<file path="src/rtl/disp_frame_crc.sv">
// Per-frame CRC-32 (zlib-compatible) signature, pixel/line counts and geometry check for a display stream.
// Optional golden-CRC compare (crc_expect/crc_match/crc_fail) is built when DISP_CRC_CHECK_EN is defined.
module disp_frame_crc #(
  parameter int BPC        = 5,
  parameter int CORDW      = 16,
  parameter int EXP_WIDTH  = 672,
  parameter int EXP_HEIGHT = 384
) (
  input  logic                    clk,
  input  logic                    rst,
  input  logic signed [CORDW-1:0] disp_x,
  input  logic signed [CORDW-1:0] disp_y,
  input  logic                    disp_de,
  input  logic                    disp_frame,
  input  logic [BPC-1:0]          disp_r,
  input  logic [BPC-1:0]          disp_g,
  input  logic [BPC-1:0]          disp_b,
`ifdef DISP_CRC_CHECK_EN
  input  logic [31:0]             crc_expect,
  output logic                    crc_match,
  output logic                    crc_fail,
`endif
  output logic [31:0]             crc_out,
  output logic                    crc_valid,
  output logic [23:0]             px_count,
  output logic [15:0]             line_count,
  output logic                    geom_err,
  output logic [15:0]             frame_count
);

  localparam int          PW     = 8 * ((3 * BPC + 7) / 8);
  localparam logic [31:0] POLY   = 32'hEDB88320;
  localparam logic [23:0] EXP_PX = 24'(EXP_WIDTH * EXP_HEIGHT);
  localparam logic [15:0] EXP_LN = 16'(EXP_HEIGHT);

  localparam logic [0:0] S_WAIT = 1'b0;
  localparam logic [0:0] S_RUN  = 1'b1;

  logic [0:0]    state;
  logic [31:0]   acc;
  logic [23:0]   px_acc;
  logic [15:0]   ln_acc;
  logic          prev_de;

  logic [PW-1:0] pix_word;
  logic [31:0]   seed;
  logic [31:0]   acc_nxt;
  logic [23:0]   px_base;
  logic [23:0]   px_nxt;
  logic [15:0]   ln_base;
  logic [15:0]   ln_nxt;
  logic          de_rise;
  logic          report;
  logic          accumulate;
  logic          geom_bad;

  // Coordinates are debug-only taps; reduce them so they are visibly consumed.
  logic unused_xy;
  assign unused_xy = ^{disp_x, disp_y};

  // Reflected CRC, bytes LSB first == word bits processed LSB first.
  function automatic logic [31:0] crc_step(input logic [31:0] c, input logic [PW-1:0] w);
    logic [31:0] r;
    r = c;
    for (int unsigned i = 0; i < PW; i++) begin
      r = (r[0] ^ w[i]) ? ((r >> 1) ^ POLY) : (r >> 1);
    end
    return r;
  endfunction

  assign pix_word   = PW'({disp_r, disp_g, disp_b});
  assign report     = disp_frame && (state == S_RUN);
  assign accumulate = disp_frame || (state == S_RUN);
  assign geom_bad   = (px_acc != EXP_PX) || (ln_acc != EXP_LN) ||
                      (px_acc == '1) || (ln_acc == '1);

  // On a frame pulse the bases reload first, so a coincident pixel opens the new frame.
  always_comb begin
    seed    = disp_frame ? '1 : acc;
    px_base = disp_frame ? '0 : px_acc;
    ln_base = disp_frame ? '0 : ln_acc;
    de_rise = disp_de && (disp_frame || !prev_de);
    acc_nxt = disp_de ? crc_step(seed, pix_word) : seed;
    px_nxt  = (disp_de && (px_base != '1)) ? px_base + 24'd1 : px_base;
    ln_nxt  = (de_rise && (ln_base != '1)) ? ln_base + 16'd1 : ln_base;
  end

  always_ff @(posedge clk) begin
    if (rst) begin
      state       <= S_WAIT;
      acc         <= '1;
      px_acc      <= '0;
      ln_acc      <= '0;
      prev_de     <= 1'b0;
      crc_out     <= '0;
      crc_valid   <= 1'b0;
      px_count    <= '0;
      line_count  <= '0;
      geom_err    <= 1'b0;
      frame_count <= '0;
    end else begin
      crc_valid <= 1'b0;
      if (report) begin
        crc_out     <= ~acc;
        px_count    <= px_acc;
        line_count  <= ln_acc;
        geom_err    <= geom_bad;
        crc_valid   <= 1'b1;
        frame_count <= frame_count + 16'd1;
      end
      if (disp_frame) begin
        state <= S_RUN;
      end
      if (accumulate) begin
        acc     <= acc_nxt;
        px_acc  <= px_nxt;
        ln_acc  <= ln_nxt;
        prev_de <= disp_de;
      end
    end
  end

`ifdef DISP_CRC_CHECK_EN
  logic crc_eq;
  assign crc_eq = (~acc == crc_expect);

  always_ff @(posedge clk) begin
    if (rst) begin
      crc_match <= 1'b0;
      crc_fail  <= 1'b0;
    end else if (report) begin
      crc_match <= crc_eq;
      crc_fail  <= crc_fail | ~crc_eq;
    end
  end
`endif

endmodule

</file>
<file path="config.mk">
export PLATFORM = sky130hd
export DESIGN_NAME = disp_frame_crc
export DESIGN_NICKNAME = d
export VERILOG_FILES = /design/src/rtl/disp_frame_crc.sv
export SDC_FILE = /design/constraint.sdc
export NUM_CORES = 1
export LEC_CHECK = 0
export ABC_AREA = 1
export CAP_MARGIN = 5
export CORE_ASPECT_RATIO = 0.5
export CORE_UTILIZATION = 58
export DETAILED_ROUTE_END_ITERATION = 16
export DONT_BUFFER_PORTS = 1
export PLACE_DENSITY = 0.76
export SLEW_MARGIN = 0
export SYNTH_ARGS = -nofsm -noshare
export SYNTH_HDL_FRONTEND = slang
export SYNTH_SLANG_ARGS = --single-unit
</file>
<file path="constraint.sdc">
create_clock -name clk -period 3.42 [get_ports clk]
set_clock_uncertainty 0.2 [all_clocks]
set_input_delay 0.684 -clock clk [delete_from_list [all_inputs] [get_ports clk]]
set_output_delay 0.684 -clock clk [all_outputs]
set_load 0.005 [all_outputs]
</file>
==> results of run 1 <==
## synth_stat cells (all sizes together) (5+ instances only)
| cell type | count |
|---|---|
| a31oi | 5 |
| o21ai | 120 |
| buf | 12 |
| nand4 | 16 |
| nand3 | 87 |
| nor2 | 127 |
| nand2 | 367 |
| nor3 | 33 |
| dfxtp | 164 |
| nor4 | 10 |
| o211ai | 5 |
| xnor2 | 13 |
| o21a | 8 |
| a21oi | 163 |
| clkbuf | 45 |
| inv | 146 |
| xor2 | 51 |
## worst max-delay path, stage by stage (launching register included)
cell and delay [ns]:
dfxtp_1 0.34, nor2_1 0.17, nand2_1 0.12, nand2_1 0.20
nand2_1 0.07, nand2_1 0.11, nand2_1 0.10, nand2_2 0.32
nand2_1 0.16, nand2_1 0.16, nand2_1 0.07, nand2_1 0.12
inv_1 0.09, nand2_1 0.06, nand2_1 0.06, nand2_1 0.05
nand2_1 0.04, o21ai_0 0.14, nand2_1 0.07
## per-stage QoR
step	instance area [µm²]	hold WS (ns)	cells
2_1_floorplan	9370	0.229	1394
3_3_place_gp	9410	0.248	1551
3_5_place_dp	9410	0.254	1551
4_1_cts	9980	0.118	1582
5_1_grt	9980	0.118	1582
6_report	9980	0.129	1582
## state kept, by name, indices dropped and copies added (netlist names), 16 cells and up
register,count
acc,32
crc_out,32
px_acc,24
px_count,24
frame_count,16
line_count,16
ln_acc,16
## path summary, 6_finish.rpt
kind | start | endpoint | slack (ns) | depth (start not counted)
hold reg to reg | acc[21] | crc_out[21] | 0.27 | 1
setup / recovery | acc[0] | acc[14] | 0.64 | 18
setup reg to reg | acc[0] | acc[14] | 0.64 | 18
hold / removal | rst | frame_count[6] | 0.13 | 1
## area by class of cell
class / instances / area (µm²)
Sequential cell: 164 / 3280
Inverter: 146 / 549
Multi-Input combinational cell: 1027 / 5250
Fill cell: 1421 / 5600
Clock buffer: 17 / 425
Timing Repair Buffer: 10 / 75.1
Tap cell: 204 / 255
Clock inverter: 14 / 143
## layout by cell type, fill, tap and decap left out, drive strengths merged, types with 3 or more instances in the layout
master / n
nand2: 367
dfxtp: 164
a21oi: 163
inv: 152
nor2: 127
o21ai: 120
nand3: 87
xor2: 51
nor3: 33
clkbuf: 17
nand4: 16
xnor2: 13
buf: 10
nor4: 10
o21a: 8
clkinv: 6
o211ai: 5
a31oi: 5
ha: 3
nand3b: 3
## power by group
| group | leakage [nW] | switching (mW) | internal [mW] |
|---|---|---|---|
| sequential | 1.34 | 0.130 | 2.04 |
| combinational | 2.55 | 1.15 | 0.557 |
| clock | 0.280 | 0.850 | 1.02 |
| total | 4.18 | 2.13 | 3.62 |
## routing by layer
metal	vias up	routed length, µm
met5	-	0
met2	373	11100
met3	55	2200
li1	4513	-
met1	4178	11100
met4	0	576
## kinds of logic (layout without fill, tap and decap cells)
kind of cell / count (synthesis) / after routing / synth area share [%]
AND/OR/NAND/NOR: 648 / 648 / 31.7
XOR/XNOR: 64 / 64 / 6.26
adder cells (fa/ha/maj): 3 / 3 / 0.401
AO/OA/AOI/OAI: 312 / 312 / 17.5
buffers and inverters: 203 / 187 / 9.01
flip-flops: 164 / 164 / 35.0
==> impl_table.tex, run 1 <==
\begin{tabular}{lr}
\hline
Metric & Value \\
\hline
\multicolumn{2}{l}{\textbf{Status}} \\
Status & finished, final reports clean \\
\multicolumn{2}{l}{\textbf{STA}} \\
Slew at the pin with the worst max-slew slack & 0.714 ns \\
RSZ-0062 raised after global routing & no \\
Max Slew Vio Count & 0 \\
Worst slew margin relative to its limit & a little over half \\
Setup TNS & 0 ns \\
Upper clock frequency limit & 0.359 GHz \\
Final setup violation count & 0 \\
Min Tclk post-route & 2.78 ns \\
Crit path setup slack, layout & 0.637 ns \\
Final period utilization & 81.4\% \\
Final hold violation count & 0 \\
\multicolumn{2}{l}{\textbf{Routing}} \\
Via-to-Cell Ratio & roughly 5.8 \\
Detail-routed net length per standard cell & 15.8 µm \\
Iteration-0 DRC Markers & 795 \\
Remaining number of nets flagged by the antenna check after routing & 0 \\
Routed via count & 9119 \\
Final wirelength & 25.0 mm \\
Final routed DRC violation total & 0 \\
1st-pass router iterations & 7 \\
\multicolumn{2}{l}{\textbf{CTS}} \\
CTS sink cnt & 164 \\
CTS resizes & 0 \\
Number of buffers on the longest clock path & 2 \\
TritonCTS clock tree & built \\
Count of H-tree levels built during CTS & 4 \\
Post-CTS setup buffer count & 0 \\
Clock slew at reported path FFs & 0.07 ns \\
Hold-fix buffers, CTS & 0 \\
Clock tree root driver cell & clkbuf\_16 \\
Clock latency of the later-clocked register in the worst-skew pair & about 0.43 ns \\
Total clock buffers created by CTS & 17 \\
\multicolumn{2}{l}{\textbf{Global routing}} \\
Global-route wire length before repair & $\sim$41 mm \\
Global-route track usage on met2 & between 40\% and 50\% \\
Maximum number of pins on one net before global-route repair & 70 \\
Initial antenna violation count & 0 \\
Met3 usage & under 10\% \\
Met1 track utilization from global routing & 40.7\% \\
Global router's overall resource usage & 30.8\% \\
Via count of the first global-routing pass & around 8300 \\
Grt peak-use layer & met2 \\
Total congestion overflow & 0 \\
\multicolumn{2}{l}{\textbf{Yosys}} \\
Fraction of post-synthesis cell area in the top cell type by area & approximately a third \\
Cell accounting for the most synthesized area & dfxtp\_1 \\
Warnings from Yosys & 0 \\
Number of synthesized register bits & 164 \\
Sequential share of the synthesized area & between 30\% and 40\% \\
Number of different library cells in the post-synthesis netlist & 47 \\
Post-synthesis cell count & 1394 \\
Post-synth design cell area & $\sim$9400 µm² \\
Fraction of registers with async set or reset after synthesis & 0\% \\
Mapped Avg Cell Area & slightly below 7 µm² \\
Top cells by area, synth & dfxtp\_1 (35\%), nand2\_1 (13\%), a21oi\_1 (8.7\%), o21ai\_0 (5.9\%), inv\_1 (5.2\%) \\
EDFF count, synth & 0 \\
Synthesized netlist net count & 1448 \\
Most used flip-flop cell after synthesis & dfxtp\_1 \\
\multicolumn{2}{l}{\textbf{Worst hold path}} \\
Worst min-delay path class & primary input to flip-flop \\
\multicolumn{2}{l}{\textbf{Placed design}} \\
Final Wtd Congestion & 0.992 \\
Dpl ws & $\sim$0.30 ns \\
Number of port buffers & 0 \\
Post-DP HPWL & 18.2 mm \\
\multicolumn{2}{l}{\textbf{Power and ir drop}} \\
Pwr/cell area & 576 nW/µm² \\
Total power after layout & about 5.7 mW \\
Peak supply drop & $\sim$0.35 mV \\
LEAKAGE & 4.18 nW \\
\multicolumn{2}{l}{\textbf{Floorplanning}} \\
Starting utilization of the core area & approximately 60\% \\
Count of boundary I/O pins & 141 \\
Core Area & 15600 µm² \\
Die Width & around 180 µm \\
Die Area & 16700 µm² \\
Placement row count & 32 \\
Vert. Die Dim & 91.9 µm \\
\multicolumn{2}{l}{\textbf{Finish}} \\
Total inserted antenna cells & 0 \\
Post-Route Utilization & 64.1\% \\
Signed area change from the synthesized netlist to the final layout & 6.49\% \\
Fraction of layout instances using a drive strength above 1 & 9.94\% \\
Final \#Nets & 1420 \\
\multicolumn{2}{l}{\textbf{Critical path}} \\
Critical path class & flip-flop to flip-flop \\
Required time of the worst setup path & 3.54 ns \\
Arrival @ worst endpoint & 2.90 ns \\
Maximum fanout count along the critical path & 11 \\
Type of origin of the critical path & flip-flop \\
Type of element capturing the critical path & flip-flop \\
\multicolumn{2}{l}{\textbf{Job}} \\
Max-cap viol count & 0 \\
\hline
\end{tabular}
Power figures use the tool's default switching activity.
==> run 2: changes to the inputs <==
- CORE_UTILIZATION: 58 -> 60
- clock period: 3.42 -> 2.7 ns (I/O delays scaled with it)
==> run 2 against run 1 <==
Against the previous run: first-iteration DRC count decreased by 7.7%; hold slack got worse by 0.11 ns; global-route usage grew 2.5 points; non-clock buffer count grew 39; power is 34% higher; clock-buffer cell count up 2; worst setup slack got worse by 0.48 ns; sequential share of layout area is 1.4 points lower; cell area rose by 4.7%; maximum frequency increased by 9.5%.
==> impl_table.tex, run 2 (same netlist as run 1, synthesis figures left out) <==
\begin{tabular}{lr}
\hline
Metric & Value \\
\hline
\multicolumn{2}{l}{\textbf{Status}} \\
Status & finished, final reports clean \\
\multicolumn{2}{l}{\textbf{Critical path}} \\
Critical Path Slowest Stage Cell & dfxtp\_1 \\
Count of buffer and inverter cells on the critical path & 2 (+1) \\
Critical path class & flip-flop to flip-flop \\
Type of element capturing the critical path & flip-flop \\
Critical path's top delay family & simple AND/OR/NAND/NOR gates \\
Type of origin of the critical path & flip-flop \\
Maximum fanout count along the critical path & 8 (-3) \\
Worst path max stage delay & 0.43 ns (+0.09 ns) \\
R2R setup slack & 0.16 ns (-0.48 ns) \\
Dominant cell type by count on the critical path & nand2\_1 \\
Cell-by-cell listing of the critical path & inv\_1 -> nand2\_1 -> nand2\_1 -> nand2\_2 -> nand2\_1 -> nand2\_1 -> nand2\_2 -> nand2\_1 -> nand2\_2 -> nand2\_4 -> nand2\_2 -> nand2\_2 -> inv\_1 -> nand3\_1 -> nand2\_1 -> o21ai\_1 -> nand2\_1 \\
Arrival @ worst endpoint & 2.66 ns (-0.24 ns) \\
Required time of the worst setup path & 2.82 ns (-0.72 ns) \\
\multicolumn{2}{l}{\textbf{Global routing}} \\
Via count of the first global-routing pass & 8540 (+2.4\%) \\
Total congestion overflow & 0 (unchanged) \\
Global-route wire length before repair & 42.7 mm (+3.5\%) \\
Initial antenna violation count & 1 (+1) \\
Global router's overall resource usage & 33.3\% (+2.5 points) \\
Maximum number of pins on one net before global-route repair & 142 (+100\%) \\
\multicolumn{2}{l}{\textbf{Placed design}} \\
Final Wtd Congestion & 0.984 (-0.77\%) \\
Post-DP HPWL & 18.6 mm (+2.3\%) \\
Placed cell count & 1579 (+1.8\%) \\
Number of port buffers & 0 (unchanged) \\
\multicolumn{2}{l}{\textbf{Finish}} \\
Total inserted antenna cells & 0 (unchanged) \\
Post-Route Utilization & 70.3\% (+6.2 points) \\
Signed area change from the synthesized netlist to the final layout & 11.5\% \\
Non-filler cells in the finished layout & 1616 (+2.1\%) \\
Most common cell after layout, fill and taps aside & nand2\_1 \\
Highest-count cells in the layout ignoring fill and taps & nand2\_1 (325), a21oi\_1 (163), dfxtp\_1 (160) \\
Fraction of layout instances using a drive strength above 1 & 13.6\% (+3.7 points) \\
Largest regs & acc: 32 flops, crc\_out: 32 flops \\
Final \#Nets & 1459 (+2.7\%) \\
\multicolumn{2}{l}{\textbf{Floorplanning}} \\
Starting utilization of the core area & 63.1\% (+2.9 points) \\
Core Area & 14900 µm² (-4.6\%) \\
Count of boundary I/O pins & 141 (unchanged) \\
Die Width & 179 µm (-1.7\%) \\
Die Area & 16200 µm² (-3.3\%) \\
Placement row count & 31 (-3.1\%) \\
Vert. Die Dim & 90.4 µm (-1.6\%) \\
\multicolumn{2}{l}{\textbf{CTS}} \\
TritonCTS clock tree & built \\
CTS sink cnt & 164 (unchanged) \\
Total clock buffers created by CTS & 17 (unchanged) \\
Number of buffers on the longest clock path & 2 (unchanged) \\
Clock slew at reported path FFs & 0.07 ns (about the same) \\
Count of H-tree levels built during CTS & 4 (unchanged) \\
Clock latency of the later-clocked register in the worst-skew pair & 0.43 ns (about the same) \\
Clock tree root driver cell & clkbuf\_16 \\
\multicolumn{2}{l}{\textbf{STA}} \\
Final hold violation count & 0 (unchanged) \\
Max Slew Vio Count & 0 (unchanged) \\
Slew at the pin with the worst max-slew slack & 0.818 ns (+0.105 ns) \\
RSZ-0062 raised after global routing & no \\
Upper clock frequency limit & 0.394 GHz (+9.5\%) \\
Min Tclk post-route & 2.54 ns (-0.242 ns) \\
Final setup violation count & 0 (unchanged) \\
Final period utilization & 94.1\% (+13 points) \\
Worst slew margin relative to its limit & 45.3\% (-7.1 points) \\
\multicolumn{2}{l}{\textbf{Routing}} \\
Via-to-Cell Ratio & 5.75 (-0.33\%) \\
Iteration-0 DRC Markers & 734 (-7.7\%) \\
Final routed DRC violation total & 0 (unchanged) \\
Routed via count & 9284 (+1.8\%) \\
1st-pass router iterations & 5 (-2) \\
Remaining number of nets flagged by the antenna check after routing & 0 (unchanged) \\
Final wirelength & 26.4 mm (+5.6\%) \\
Detail-routed net length per standard cell & 16.3 µm (+3.4\%) \\
\multicolumn{2}{l}{\textbf{Worst hold path}} \\
Worst min-delay path class & primary input to flip-flop \\
\multicolumn{2}{l}{\textbf{Power and ir drop}} \\
Internal power of the cells & 4.87 mW (+35\%) \\
Comb pwr share & 31.2\% (+1.5 points) \\
Peak supply drop & 0.532 mV (+50\%) \\
Switching portion of total power & 36.8\% (-0.18 points) \\
Total power after layout & 7.71 mW (+34\%) \\
Share of total power in sequential cells & 35.8\% (-2.0 points) \\
LEAKAGE & 4.39 nW (+5.2\%) \\
Clock network fraction of total power & 33.1\% (+0.5 points) \\
Switching power total & 2.84 mW (+34\%) \\
Pwr/cell area & 738 nW/µm² (+28\%) \\
\multicolumn{2}{l}{\textbf{Job}} \\
Max-cap viol count & 0 (unchanged) \\
\hline
\end{tabular}
## run 2: changes by cell type in the layout (fill, tap and decap cells not counted), sizes merged
cell         previous run  this run
buf                    10        47
bufinv                  1         2
clkinvlp                1         0
inv                   152       153
clkbuf                 17        19
clkinv                  6         4
dlygate4sd3             0         2
## run 2: final cells by class
type,count,area (µm²)
clock buffer,19,443
timing repair buffer,49,410
fill,1313,4410
sequential,164,3290
tap,198,248
multi-input combinational,1027,5340
inverter,146,552
clock inverter,13,160
## run 2: power groups by stage
| stage | Clock [mW] | Combinational, mW | Sequential [mW] |
|---|---|---|---|
| 6_report | 2.55 | 2.40 | 2.76 |
| 2_1_floorplan | 0 | 1.73 | 2.74 |
| 5_1_grt | 2.67 | 2.68 | 2.78 |
| 3_5_place_dp | 0 | 2.29 | 2.80 |
| 4_1_cts | 2.57 | 2.33 | 2.75 |
| 3_3_place_gp | 0 | 2.25 | 2.80 |
## run 2: stage by stage
stage / worst slack, ns / hold WS (ns) / cell area, µm² / TNS [ns]
after global routing: 0.00725 / 0.00415 / 10400 / 0
after detailed placement: -0.0640 / 0.253 / 9770 / -0.321
after CTS: 0.191 / 0.00125 / 10400 / 0
final: 0.159 / 0.0160 / 10400 / 0
after global placement: -0.0217 / 0.249 / 9770 / -0.0360
after floorplan: -0.145 / 0.229 / 9470 / -0.988
## run 2: worst paths after layout
check	start	endpoint	cells after the start
max	acc[2]	acc[25]	17
min	rst	acc[11]	2
max reg2reg	acc[2]	acc[25]	17
min reg2reg	acc[30]	crc_out[30]	1
## run 2: timing repair
action	in CTS	in global routing
setup endpoints to repair	0	12
endpoints found under the hold margin	16	1
resized for setup	0	10
hold buffers	1	1
setup buffers	0	3
## run 2: layer usage
metal / vias to the layer above / routed length (µm) / GRT usage [%]
li1: 4580 / - / -
met1: 4285 / 11800 / 44.5
met2: 374 / 11800 / 53.8
met3: 43 / 2200 / 7.24
met4: 2 / 507 / 9.53
met5: - / 13 / 0
==> run 3: changes to the inputs <==
- MAX_ROUTING_LAYER: default -> met4
- REMOVE_ABC_BUFFERS: default -> 1
==> run 3 against run 2 <==
Against the previous run: clock power shrank 2%; maximum frequency grew 2.1%; die area is the same; critical endpoint is now acc[4]; largest power group unchanged; highest routed layer is now met4.
==> impl_table.tex, run 3 (same netlist as run 1, synthesis figures left out) <==
\begin{tabular}{lr}
\hline
Metric & Value \\
\hline
\multicolumn{2}{l}{\textbf{Status}} \\
Status & finished, final reports clean \\
\multicolumn{2}{l}{\textbf{Placed design}} \\
Placed cell count & 1620 (+2.6\%) \\
Dpl ws & -0.108 ns (-0.0440 ns) \\
Number of port buffers & 0 (unchanged) \\
Cell area after placement & 9980 µm² (+2.2\%) \\
Post-DP HPWL & 18.5 mm (-0.55\%) \\
Final Wtd Congestion & 1.03 (+4.2\%) \\
\multicolumn{2}{l}{\textbf{Routing}} \\
Routed via count & 9315 (+0.33\%) \\
Final routed DRC violation total & 0 (unchanged) \\
Remaining number of nets flagged by the antenna check after routing & 0 (unchanged) \\
Detail-routed net length per standard cell & 16.0 µm (-2.2\%) \\
Via-to-Cell Ratio & 5.63 (-2.1\%) \\
1st-pass router iterations & 7 (+2) \\
Final wirelength & 26.4 mm (+0.22\%) \\
Iteration-0 DRC Markers & 608 (-17\%) \\
\multicolumn{2}{l}{\textbf{Finish}} \\
Most common cell after layout, fill and taps aside & nand2\_1 \\
Fraction of layout instances using a drive strength above 1 & 15.3\% (+1.7 points) \\
Highest-count cells in the layout ignoring fill and taps & nand2\_1 (322), a21oi\_1 (163), dfxtp\_1 (163) \\
Layout filler cell count & 1269 (-3.4\%) \\
Post-Route Utilization & 71.6\% (+1.3 points) \\
Total inserted antenna cells & 0 (unchanged) \\
Layout Cell Area excl Fill & 10600 µm² (+1.8\%) \\
Final \#Nets & 1499 (+2.7\%) \\
Signed area change from the synthesized netlist to the final layout & 13.5\% \\
Largest regs & acc: 32 flops, crc\_out: 32 flops \\
Non-filler cells in the finished layout & 1656 (+2.5\%) \\
\multicolumn{2}{l}{\textbf{Worst hold path}} \\
Worst min-delay path class & primary input to flip-flop \\
\multicolumn{2}{l}{\textbf{CTS}} \\
TritonCTS clock tree & built \\
Count of H-tree levels built during CTS & 4 (unchanged) \\
Clock slew at reported path FFs & 0.07 ns (about the same) \\
Clock tree root driver cell & clkbuf\_16 \\
Total clock buffers created by CTS & 17 (unchanged) \\
Clock latency of the later-clocked register in the worst-skew pair & 0.43 ns (about the same) \\
Number of buffers on the longest clock path & 2 (unchanged) \\
CTS sink cnt & 164 (unchanged) \\
\multicolumn{2}{l}{\textbf{Global routing}} \\
Total congestion overflow & 0 (unchanged) \\
Global-route wire length before repair & 42.7 mm (-0.19\%) \\
Global router's overall resource usage & 34.3\% (+0.97 points) \\
Via count of the first global-routing pass & 8912 (+4.4\%) \\
Initial antenna violation count & 0 (-1) \\
Maximum number of pins on one net before global-route repair & 142 (unchanged) \\
\multicolumn{2}{l}{\textbf{Floorplanning}} \\
Starting utilization of the core area & 63.1\% (unchanged) \\
Count of boundary I/O pins & 141 (unchanged) \\
Die Width & 179 µm (unchanged) \\
Core Area & 14900 µm² (unchanged) \\
Vert. Die Dim & 90.4 µm (unchanged) \\
Die Area & 16200 µm² (unchanged) \\
Placement row count & 31 (unchanged) \\
\multicolumn{2}{l}{\textbf{STA}} \\
Final hold violation count & 0 (unchanged) \\
Crit path setup slack, layout & 0.212 ns (+0.0526 ns) \\
Slew at the pin with the worst max-slew slack & 0.786 ns (-0.0328 ns) \\
Min Tclk post-route & 2.49 ns (-0.0526 ns) \\
Max Slew Vio Count & 0 (unchanged) \\
Final setup violation count & 0 (unchanged) \\
Setup TNS & 0 ns (unchanged) \\
Final period utilization & 92.2\% (-1.9 points) \\
Upper clock frequency limit & 0.402 GHz (+2.1\%) \\
Worst slew margin relative to its limit & 47.5\% (+2.2 points) \\
Final Hold Slack & 0.0367 ns (+0.0207 ns) \\
\multicolumn{2}{l}{\textbf{Critical path}} \\
Critical path class & flip-flop to flip-flop \\
Maximum fanout count along the critical path & 8 (unchanged) \\
Arrival @ worst endpoint & 2.61 ns (-0.05 ns) \\
Type of origin of the critical path & flip-flop \\
Type of element capturing the critical path & flip-flop \\
Required time of the worst setup path & 2.83 ns (about the same) \\
\multicolumn{2}{l}{\textbf{Power and ir drop}} \\
Total power after layout & 7.81 mW (+1.3\%) \\
Peak supply drop & 0.481 mV (-9.5\%) \\
Pwr/cell area & 734 nW/µm² (-0.53\%) \\
LEAKAGE & 4.58 nW (+4.2\%) \\
\multicolumn{2}{l}{\textbf{Job}} \\
Max-cap viol count & 0 (unchanged) \\
\hline
\end{tabular}
-- run 3: cell count changes in the layout (fill, tap and decap cells not counted), sizes merged --
cell / previous run / this run
inv: 153 / 155
dlygate4sd3: 2 / 1
buf: 47 / 88
bufinv: 2 / 1
clkbuf: 19 / 18
-- run 3: layout make-up --
class | instances | area (µm²) | share of cell area, %
clock buffers | 18 | 439 | 4.13
well taps | 198 | 248 | 2.33
clock inverters | 14 | 160 | 1.51
flip-flops and latches | 164 | 3280 | 30.9
multi-input cells | 1027 | 5270 | 49.5
repair buffers | 89 | 683 | 6.42
inverters | 146 | 551 | 5.18
-- run 3: repair_timing --
action / CTS / global route
resized for setup: 0 / 8
hold buffers: 1 / 0
hold endpoints to repair: 17 / 0
setup buffers: 0 / 3
setup endpoints to repair: 0 / 9
-- run 3: report_power, final --
| group | total, mW | internal [mW] | switching [mW] |
|---|---|---|---|
| registers | 2.72 | 2.58 | 0.140 |
| clock network | 2.51 | 1.35 | 1.16 |
| logic | 2.58 | 1.01 | 1.57 |
| total | 7.81 | 4.94 | 2.87 |
-- run 3: worst paths after layout --
check,depth (start not counted),to,slack [ns],from
min reg2reg,1,crc_out[23],0.26,acc[23]
max,15,acc[4],0.21,acc[2]
max reg2reg,15,acc[4],0.21,acc[2]
min,2,acc[17],0.04,rst
-- run 3: metal layers --
| layer | track usage [%] | share of wire, % | vias up | wire length [µm] |
|---|---|---|---|---|
| met5 | - | 0 | - | 0 |
| met4 | 11.3 | 2.1 | 0 | 558 |
| met3 | 6.52 | 7.6 | 48 | 2000 |
| met2 | 55.8 | 46 | 345 | 12100 |
| met1 | 42.7 | 44 | 4254 | 11700 |
| li1 | - | - | 4668 | - |
-- run 3: critical path, cell delays in order, from the launching register on --
cell and delay (ns):
dfxtp_1 0.41, inv_1 0.07, nand2_1 0.08, nand2_1 0.06, nand2_2 0.16, nand2_1 0.08, nand2_1 0.15, nand2_1 0.13
nand2_1 0.10, nand2_2 0.07, nand2_4 0.15, xor2_1 0.34, xor2_1 0.18, nand2_1 0.08, nand2_1 0.06, nand2_1 0.05
